[src/rtl/alu_div.sv]
// -----------------------------------------------------------------------------
// alu_div : multi-cycle 32-bit integer divider for the RV32M DIV / DIVU /
//           REM / REMU instructions.
//
// Restoring radix-2 divider producing one quotient bit per clock, MSB first.
// Every request takes exactly 33 cycles from acceptance to `done`.
// 32 of those cycles are CALC iterations, and 1 is the FIX cycle.
// The FIX cycle does sign correction and applies the RISC-V special cases:
// divide by zero, and signed overflow.
//
// Ports
//   clk     in   1   rising-edge clock
//   rst_n   in   1   asynchronous active-low reset
//   start   in   1   request strobe, only sampled while idle
//   op      in   2   00 DIV, 01 DIVU, 10 REM, 11 REMU (funct3[1:0])
//   a       in  32   dividend (rs1)
//   b       in  32   divisor  (rs2)
//   busy    out  1   high from the cycle after acceptance until done
//   done    out  1   one-cycle completion pulse
//   result  out 32   quotient or remainder, held until the next completion
// -----------------------------------------------------------------------------
module alu_div (
    input  logic        clk,
    input  logic        rst_n,
    input  logic        start,
    input  logic [1:0]  op,
    input  logic [31:0] a,
    input  logic [31:0] b,
    output logic        busy,
    output logic        done,
    output logic [31:0] result
);

    typedef enum logic [1:0] {
        ST_IDLE = 2'd0,
        ST_CALC = 2'd1,
        ST_FIX  = 2'd2
    } state_t;

    // Two's-complement negation.
    function automatic logic [31:0] neg32(input logic [31:0] x);
        neg32 = (~x) + 32'd1;
    endfunction

    // Magnitude of a signed 32-bit value.
    // 0x80000000 maps to itself, which reads correctly as unsigned 2^31.
    function automatic logic [31:0] abs32(input logic [31:0] x);
        if (x[31]) begin
            abs32 = neg32(x);
        end else begin
            abs32 = x;
        end
    endfunction

    // State and datapath registers
    state_t      state_r;
    logic [31:0] rem_r;       // partial remainder
    logic [31:0] dvd_r;       // dividend shifting out, quotient shifting in
    logic [31:0] dvs_r;       // divisor magnitude
    logic [31:0] a_r;         // original dividend, the remainder for b == 0
    logic [4:0]  cnt_r;       // iteration counter, wraps 31 -> 0
    logic        q_neg_r;
    logic        r_neg_r;
    logic        sel_rem_r;   // op[1]: return remainder instead of quotient
    logic        div0_r;
    logic        ovf_r;

    // Acceptance-time operand conditioning
    logic        signed_op_s;
    logic [31:0] a_mag_s;
    logic [31:0] b_mag_s;
    logic        q_neg_s;
    logic        r_neg_s;
    logic        div0_s;
    logic        ovf_s;

    // One restoring iteration
    logic [32:0] shift_s;     // {rem, next dividend bit}
    logic [33:0] diff_s;      // extra bit carries the borrow
    logic        borrow_s;
    logic [31:0] rem_next_s;
    logic        q_bit_s;

    // Final result selection
    logic [31:0] quo_fix_s;
    logic [31:0] rem_fix_s;
    logic [31:0] res_fix_s;

    // Decode the request and form magnitudes and sign flags for a signed op.
    always_comb begin
        signed_op_s = ~op[0];
        div0_s      = (b == 32'd0);
        if (signed_op_s) begin
            a_mag_s = abs32(a);
            b_mag_s = abs32(b);
            q_neg_s = a[31] ^ b[31];
            r_neg_s = a[31];
            ovf_s   = (a == 32'h8000_0000) && (b == 32'hFFFF_FFFF);
        end else begin
            a_mag_s = a;
            b_mag_s = b;
            q_neg_s = 1'b0;
            r_neg_s = 1'b0;
            ovf_s   = 1'b0;
        end
    end

    // Trial subtraction.
    // The shifted remainder can reach 33 bits, so the borrow is taken from bit 33.
    always_comb begin
        shift_s  = {rem_r, dvd_r[31]};
        diff_s   = {1'b0, shift_s} - {2'b00, dvs_r};
        borrow_s = diff_s[33];
        q_bit_s  = ~borrow_s;
        if (borrow_s) begin
            // shift_s < divisor < 2^32 here, so the low 32 bits hold all of it
            rem_next_s = shift_s[31:0];
        end else begin
            rem_next_s = diff_s[31:0];
        end
    end

    // Sign fix-up, then special-case override, then quotient/remainder select.
    always_comb begin
        if (q_neg_r) begin
            quo_fix_s = neg32(dvd_r);
        end else begin
            quo_fix_s = dvd_r;
        end
        if (r_neg_r) begin
            rem_fix_s = neg32(rem_r);
        end else begin
            rem_fix_s = rem_r;
        end
        if (div0_r) begin
            quo_fix_s = 32'hFFFF_FFFF;
            rem_fix_s = a_r;
        end else if (ovf_r) begin
            quo_fix_s = 32'h8000_0000;
            rem_fix_s = 32'd0;
        end else begin
            quo_fix_s = quo_fix_s;
            rem_fix_s = rem_fix_s;
        end
        if (sel_rem_r) begin
            res_fix_s = rem_fix_s;
        end else begin
            res_fix_s = quo_fix_s;
        end
    end

    // Control FSM and datapath registers, with registered busy/done/result.
    always_ff @(posedge clk or negedge rst_n) begin
        if (!rst_n) begin
            state_r   <= ST_IDLE;
            rem_r     <= 32'd0;
            dvd_r     <= 32'd0;
            dvs_r     <= 32'd0;
            a_r       <= 32'd0;
            cnt_r     <= 5'd0;
            q_neg_r   <= 1'b0;
            r_neg_r   <= 1'b0;
            sel_rem_r <= 1'b0;
            div0_r    <= 1'b0;
            ovf_r     <= 1'b0;
            busy      <= 1'b0;
            done      <= 1'b0;
            result    <= 32'd0;
        end else begin
            case (state_r)
                ST_IDLE: begin
                    done <= 1'b0;
                    if (start) begin
                        rem_r     <= 32'd0;
                        dvd_r     <= a_mag_s;
                        dvs_r     <= b_mag_s;
                        a_r       <= a;
                        cnt_r     <= 5'd0;
                        q_neg_r   <= q_neg_s;
                        r_neg_r   <= r_neg_s;
                        sel_rem_r <= op[1];
                        div0_r    <= div0_s;
                        ovf_r     <= ovf_s;
                        busy      <= 1'b1;
                        state_r   <= ST_CALC;
                    end else begin
                        busy    <= 1'b0;
                        state_r <= ST_IDLE;
                    end
                end
                ST_CALC: begin
                    rem_r <= rem_next_s;
                    dvd_r <= {dvd_r[30:0], q_bit_s};
                    cnt_r <= cnt_r + 5'd1;
                    if (cnt_r == 5'd31) begin
                        state_r <= ST_FIX;
                    end else begin
                        state_r <= ST_CALC;
                    end
                end
                ST_FIX: begin
                    result  <= res_fix_s;
                    done    <= 1'b1;
                    busy    <= 1'b0;
                    state_r <= ST_IDLE;
                end
                default: begin
                    busy    <= 1'b0;
                    done    <= 1'b0;
                    state_r <= ST_IDLE;
                end
            endcase
        end
    end

endmodule
[config.mk]
export PLATFORM = sky130hd
export DESIGN_NAME = alu_div
export DESIGN_NICKNAME = d
export VERILOG_FILES = /design/src/rtl/alu_div.sv
export SDC_FILE = /design/constraint.sdc
export NUM_CORES = 1
export LEC_CHECK = 0
export CAP_MARGIN = 20
export CORE_MARGIN = 2
export CORE_UTILIZATION = 35
export DETAILED_ROUTE_END_ITERATION = 10
export PLACE_DENSITY_LB_ADDON = 0.1
export SLEW_MARGIN = 25
export SYNTH_ARGS = -nofsm -noshare
export SYNTH_HDL_FRONTEND = slang
export SYNTH_SLANG_ARGS = --single-unit
[constraint.sdc]
create_clock -name clk -period 3.65 [get_ports clk]
set_input_delay 0.73 -clock clk [delete_from_list [all_inputs] [get_ports clk]]
set_output_delay 0.73 -clock clk [all_outputs]
set_load 0.05 [all_outputs]
# Word level (Yosys, flattened, before mapping)
# Cells that the tools add are included.
[totals]
out_inout_bits = 34
mem_bits_rw = 0
rom_bits = 0
latch_bits = 0
regBits = 174
memories = 0
input_bits = 69
[classes]
n_lt_le_gt_ge = 0
multipliers = 0
n_eq_ne = 6
shifts = 0
div_mod_pow = 0
add_sub_neg = 6
mux = 27
reduce_logical = 6
bitwise_logic = 6
[ops]
columns = ["cell", "n"]
rows = [
  ["32-bit two-way mux", 14],
  ["32-bit by 1-bit adder with 32-bit output (second input constant)", 4],
  ["32-bit NOT", 4],
  ["32-bit one-hot mux with 2 select lines", 2],
  ["32-bit == test (second input constant)", 2],
  ["33-bit by 32-bit subtractor with 34-bit output", 1],
  ["32-bit logical NOT", 1],
  ["5-bit one-hot mux with 2 select lines", 1],
  ["5-bit by 1-bit adder with 5-bit output (second input constant)", 1],
  ["5-bit == test (second input constant)", 1],
  ["1-bit two-way mux", 5],
  ["5-bit two-way mux", 1],
  ["1-bit one-hot mux with 2 select lines", 2],
  ["2-bit one-hot mux with 2 select lines", 1],
  ["2-bit AND reduction", 2],
  ["2-bit by 1-bit == test with 1-bit output (second input constant)", 1],
  ["2-bit == test (second input constant)", 1],
  ["2-bit logical NOT", 1],
  ["2-bit two-way mux", 1],
  ["2-bit != test (second input constant)", 1],
  ["2-bit nonzero test", 1],
  ["1-bit logical AND", 1],
  ["1-bit NOT", 1],
  ["1-bit bitwise XOR", 1],
]

# Longest topological paths before layout
[logic_depth]
word_depth = 6
mapped_depth = 14

# Worst setup path after synthesis
# Ideal clock, no wire load.
[synth_path]
path_type = "reg2reg"
startpoint = "reg rem_r[0]"
endpoint = "reg rem_r[1]"
setup_slack_ns = 0.401
period_less_slack_ns = 3.249
setup_ns = 0.136
path_stages_with_launch = 13
arrival_ns = 3.112
path_cell_list = "dfrtp_1 > ha_1 > nor2b_1 > o21ai_0 > o21ai_0 > o31a_1 > o21ai_0 > o311ai_0 > a41oi_1 > o21ai_1 > buf_2 > mux2i_1 > o22ai_1"
[synth_between]
elab_chain_len = 3
[synth_rtl]
columns = ["item", "line_no", "source"]
rows = [
  ["start, declared", "57", "logic [31:0] rem_r;"],
  ["start signal, assigned", "192", "rem_r <= rem_next_s;"],
  ["33-bit by 32-bit subtractor with 34-bit output", "112", "diff_s = {1'b0, shift_s} - {2'b00, dvs_r};"],
  ["32-bit two-way mux (*)", "115", "if (borrow_s) begin"],
  ["32-bit one-hot mux with 2 select lines (*)", "170", "case (state_r)"],
]
# Every way passes the cells marked *; elsewhere a longest branch is shown, timed or not.
# A chain may end at the register's enable or synchronous reset.

# Worst setup path in the final report
[layout_path]
startpoint = "reg dvd_r[31]"
endpoint = "reg rem_r[30]"
[layout_between]
elab_chain_len = 3
[layout_rtl]
columns = ["item", "line_no", "source"]
rows = [
  ["start, declared", "58", "logic [31:0] dvd_r;"],
  ["start signal, assigned", "175", "dvd_r <= a_mag_s;"],
  ["start signal, assigned", "193", "dvd_r <= {dvd_r[30:0], q_bit_s};"],
  ["33-bit by 32-bit subtractor with 34-bit output", "112", ""],
  ["32-bit two-way mux", "115", ""],
  ["32-bit one-hot mux with 2 select lines", "170", ""],
]
# Every way passes these cells.

==> impl_results.md <==
- Worst-path clk slew: around 0.080 ns
- Top Family by Delay on Critical Path: compound AO/OA/AOI/OAI gates
- Starting DRT DRC Count: just under 700
- Initial DRT Pass Iterations: 5
- Uppermost layer routed: met4
- Die height: 187 um
- Die Footprint: around 35000 um^2
- CTS Buf Count: 17
- Final Core Density: 0.430
- Wire per inst: between 15 and 20 um
- Post-synth cell types: 68
- Number of port buffers: ~100
- Worst slew pin tran: ~0.9 ns
- Placer congestion estimate: ~0.85
- Commonest cells after routing, fill and taps aside: nand2_1 (240), o21ai_0 (183), dfrtp_1 (174)
- Number of flops mapped to enable cells by yosys: 0
- Max VDD drop: between 0.4 and 0.5 mV
- Max stage delay cell, worst path: a2111oi_1
- Most frequent CP cell: inv_1
- Core area: approximately 33000 um^2
- Number of global-route vias before repair: roughly 11000
- Clk sinks: 174
- Warnings, synthesis: 0
- Setup crit start kind: register
- Largest net degree at the start of global routing: 73
- Final Max Slew Viols: 0
- Register area: approximately 4400 um^2
- Post-synthesis register bit count: roughly 170
- # IOs: between 100 and 150
- Layout cell share with drive strength beyond 1: 0.0879
- Mapped Area: approximately 12000 um^2
- Residual DRC: 0
- Hpwl dp: 28.6 mm
- Post-synth top area share: 0.370
- Worst path max stage delay: between 0.4 and 0.5 ns
- Fmax: about 300 MHz
- TNS Setup: 0 ns
- Vias per cell: 5.35
- Fin crit period: around 3.4 ns
- PwrDens: 939 nW/um^2
- CTS tree: done
- RR Endpoint: rem_r[30]$_DFFE_PN0P_
- Syn Inst Count: about 1400
- RSZ-0062 raised after global routing: no
- CP Max Fanout: 4
- Clock Tree Root: clkbuf_16
- Required @ worst endpoint: 4.02 ns
- Mean Syn Cell Area: between 8 and 9 um^2
- Area of the multi-input gates: 6930 um^2
- Reg2reg start: dvd_r[31]$_DFFE_PN0P_
- Commonest non-fill, non-tap cell in the layout: nand2_1
- CP bufs+invs: 3
- Max cap viols: 0
- Post-synthesis sequential area ratio: 0.370
- Routed Antenna Nets: 0
- Via Count: around 11000
- Post-synthesis net count: around 1600
- Reg-to-reg slack, setup: 0.29 ns
- Num rows: 67
- Cell taking the most area after synthesis: dfrtp_1
- Initial Util: 0.353
- First-pass GRT wire length: 61.0 mm
- GRT Total Usage: 0.221
- Hold WC Path Type: in2async
- Run status: finished, final reports clean
- Worst r2r path cells: 15
- Clk_lat worst skew: 0.46 ns
- Final Hold Vio Count: 0
- Critical Path AT: 3.73 ns
- Fin crit share: 0.921
- Leak Pwr: between 6 and 7 nW
- Clock Path Buffers: 2
- Initial antenna violation count: 1
- Met2 WL: between 15 and 20 mm
- Top_reg_cell synth: dfrtp_1
- Ys async rst share: 1.00
- Met3 WL: 1.50 mm
- Worst Setup End Kind: register
- Layout area overhead: 21.9%
- DRT Wirelength: around 38 mm
- Number of fillers in the final layout: 3517
- Final Skew: between 0.015 and 0.02 ns
- Setup CP Type: reg2reg
- Grt ovf: 0
- H-tree Lvls: 4
- # diodes: 0
- CP cell instances: inv_1, ha_1, inv_1, fa_1, a21o_1, a221oi_1, buf_4, o211ai_1, nand2_1, o21ai_1, a2111oi_1, o21a_1, o21ai_0, and3_1, o31ai_1
- Largest cells by area after synthesis: dfrtp_1 (37%), o21ai_0 (7.9%), nand2_1 (7.7%)
- Die W: 187 um
- Final setup fails: 0
- Worst slew margin: 0.412
- Metal1 wirelength: about 19 mm
- Nets: ~1700
==> per-stage QoR <==
stage / setup slack, ns / total power (W) / cells / hold WS (ns) / area [um^2]
final: 0.288 / 0.0135 / 2029 / 0.300 / 14400
after global routing: 0.0134 / 0.0147 / 2029 / 0.346 / 14400
after CTS: 0.145 / 0.0135 / 2029 / 0.337 / 14300
after detailed placement: 0.0904 / 0.0116 / 1998 / 0.460 / 13800
after global placement: 0.175 / 0.0115 / 1998 / 0.460 / 13800
after floorplan: 0.401 / 0.00900 / 1444 / 0.434 / 11800
==> worst reg2reg max path: stages, from the launching register on <==
cell and delay (ns):
dfrtp_1 0.39, inv_1 0.11, ha_1 0.18, inv_1 0.05, fa_1 0.39, a21o_1 0.21
a221oi_1 0.25, buf_4 0.19, o211ai_1 0.14, nand2_1 0.12, o21ai_1 0.18, a2111oi_1 0.45
o21a_1 0.18, o21ai_0 0.08, and3_1 0.17, o31ai_1 0.19
==> kinds of logic (layout without fill, tap and decap cells) <==
group / count (synthesis) / in the layout / share of synthesized area
simple gates: 463 / 463 / 0.179
compound gates: 457 / 457 / 0.233
flops: 174 / 174 / 0.370
xor+xnor: 144 / 144 / 0.107
buf+inv: 140 / 277 / 0.0456
fa+ha+maj: 40 / 40 / 0.0432
mux: 26 / 26 / 0.0222
==> cells in the mapped netlist (9+ instances only) <==
master,number
o22ai_1,16
and3_1,9
dfrtp_1,174
nor4_1,12
or3_1,19
o31ai_1,20
xnor2_1,95
clkbuf_1,77
nor2b_1,17
a21oi_1,104
mux2i_1,25
a21o_1,23
a22oi_1,27
xor2_1,49
inv_1,55
a31oi_1,11
nand4_1,13
o41ai_1,10
ha_1,39
nor3_1,17
nand2b_1,11
nor2_1,85
nand2_1,241
o21ai_0,185
==> where the power goes <==
group | switching, W | internal [W]
clock network | 0.000901 | 0.000958
registers | 0.000874 | 0.00276
logic | 0.00446 | 0.00352
==> flip-flops by register name, summed over array words and instances, names as in the netlist <==
register	flops
busy	1
div0_r	1
sel_rem_r	1
done	1
ovf_r	1
rem_r	32
q_neg_r	1
a_r	32
dvd_r	32
state_r	2
result	32
cnt_r	5
dvs_r	32
r_neg_r	1
==> worst max path at each step <==
stage / startpoint / to / depth (start not counted)
floorplan: rem_r[0]$_DFFE_PN0P_ / rem_r[1]$_DFFE_PN0P_ / 12
global route: dvd_r[31]$_DFFE_PN0P_ / rem_r[30]$_DFFE_PN0P_ / 15
finish: dvd_r[31]$_DFFE_PN0P_ / rem_r[30]$_DFFE_PN0P_ / 15
CTS: dvd_r[31]$_DFFE_PN0P_ / rem_r[30]$_DFFE_PN0P_ / 15
detailed placement: b[6] / dvs_r[29]$_DFFE_PN0P_ / 9
global placement: dvd_r[31]$_DFFE_PN0P_ / rem_r[30]$_DFFE_PN0P_ / 15
==> routing by layer <==
layer  up-vias  track usage
li1       5344            -
met1      5220        0.317
met2       257        0.348
met3        33       0.0276
met4         0       0.0642
met5         -            0
==> cell type report <==
class	instances	area share
clock buffer	18	0.0299
clock inverter	13	0.00933
inverter	56	0.0146
multi-input combinational	1130	0.483
sequential	174	0.303
tap	448	0.0391
timing repair buffer	190	0.121
==> what timing repair did <==
| action | 4_1_cts | 5_1_grt |
|---|---|---|
| setup buffers | 0 | 0 |
| setup endpoints to repair | 0 | 4 |
| endpoints found under the hold margin | 0 | 0 |
| gates resized for setup | 0 | 4 |
| hold buffers | 0 | 0 |
Note: power is estimated with default switching activity, not from simulation.
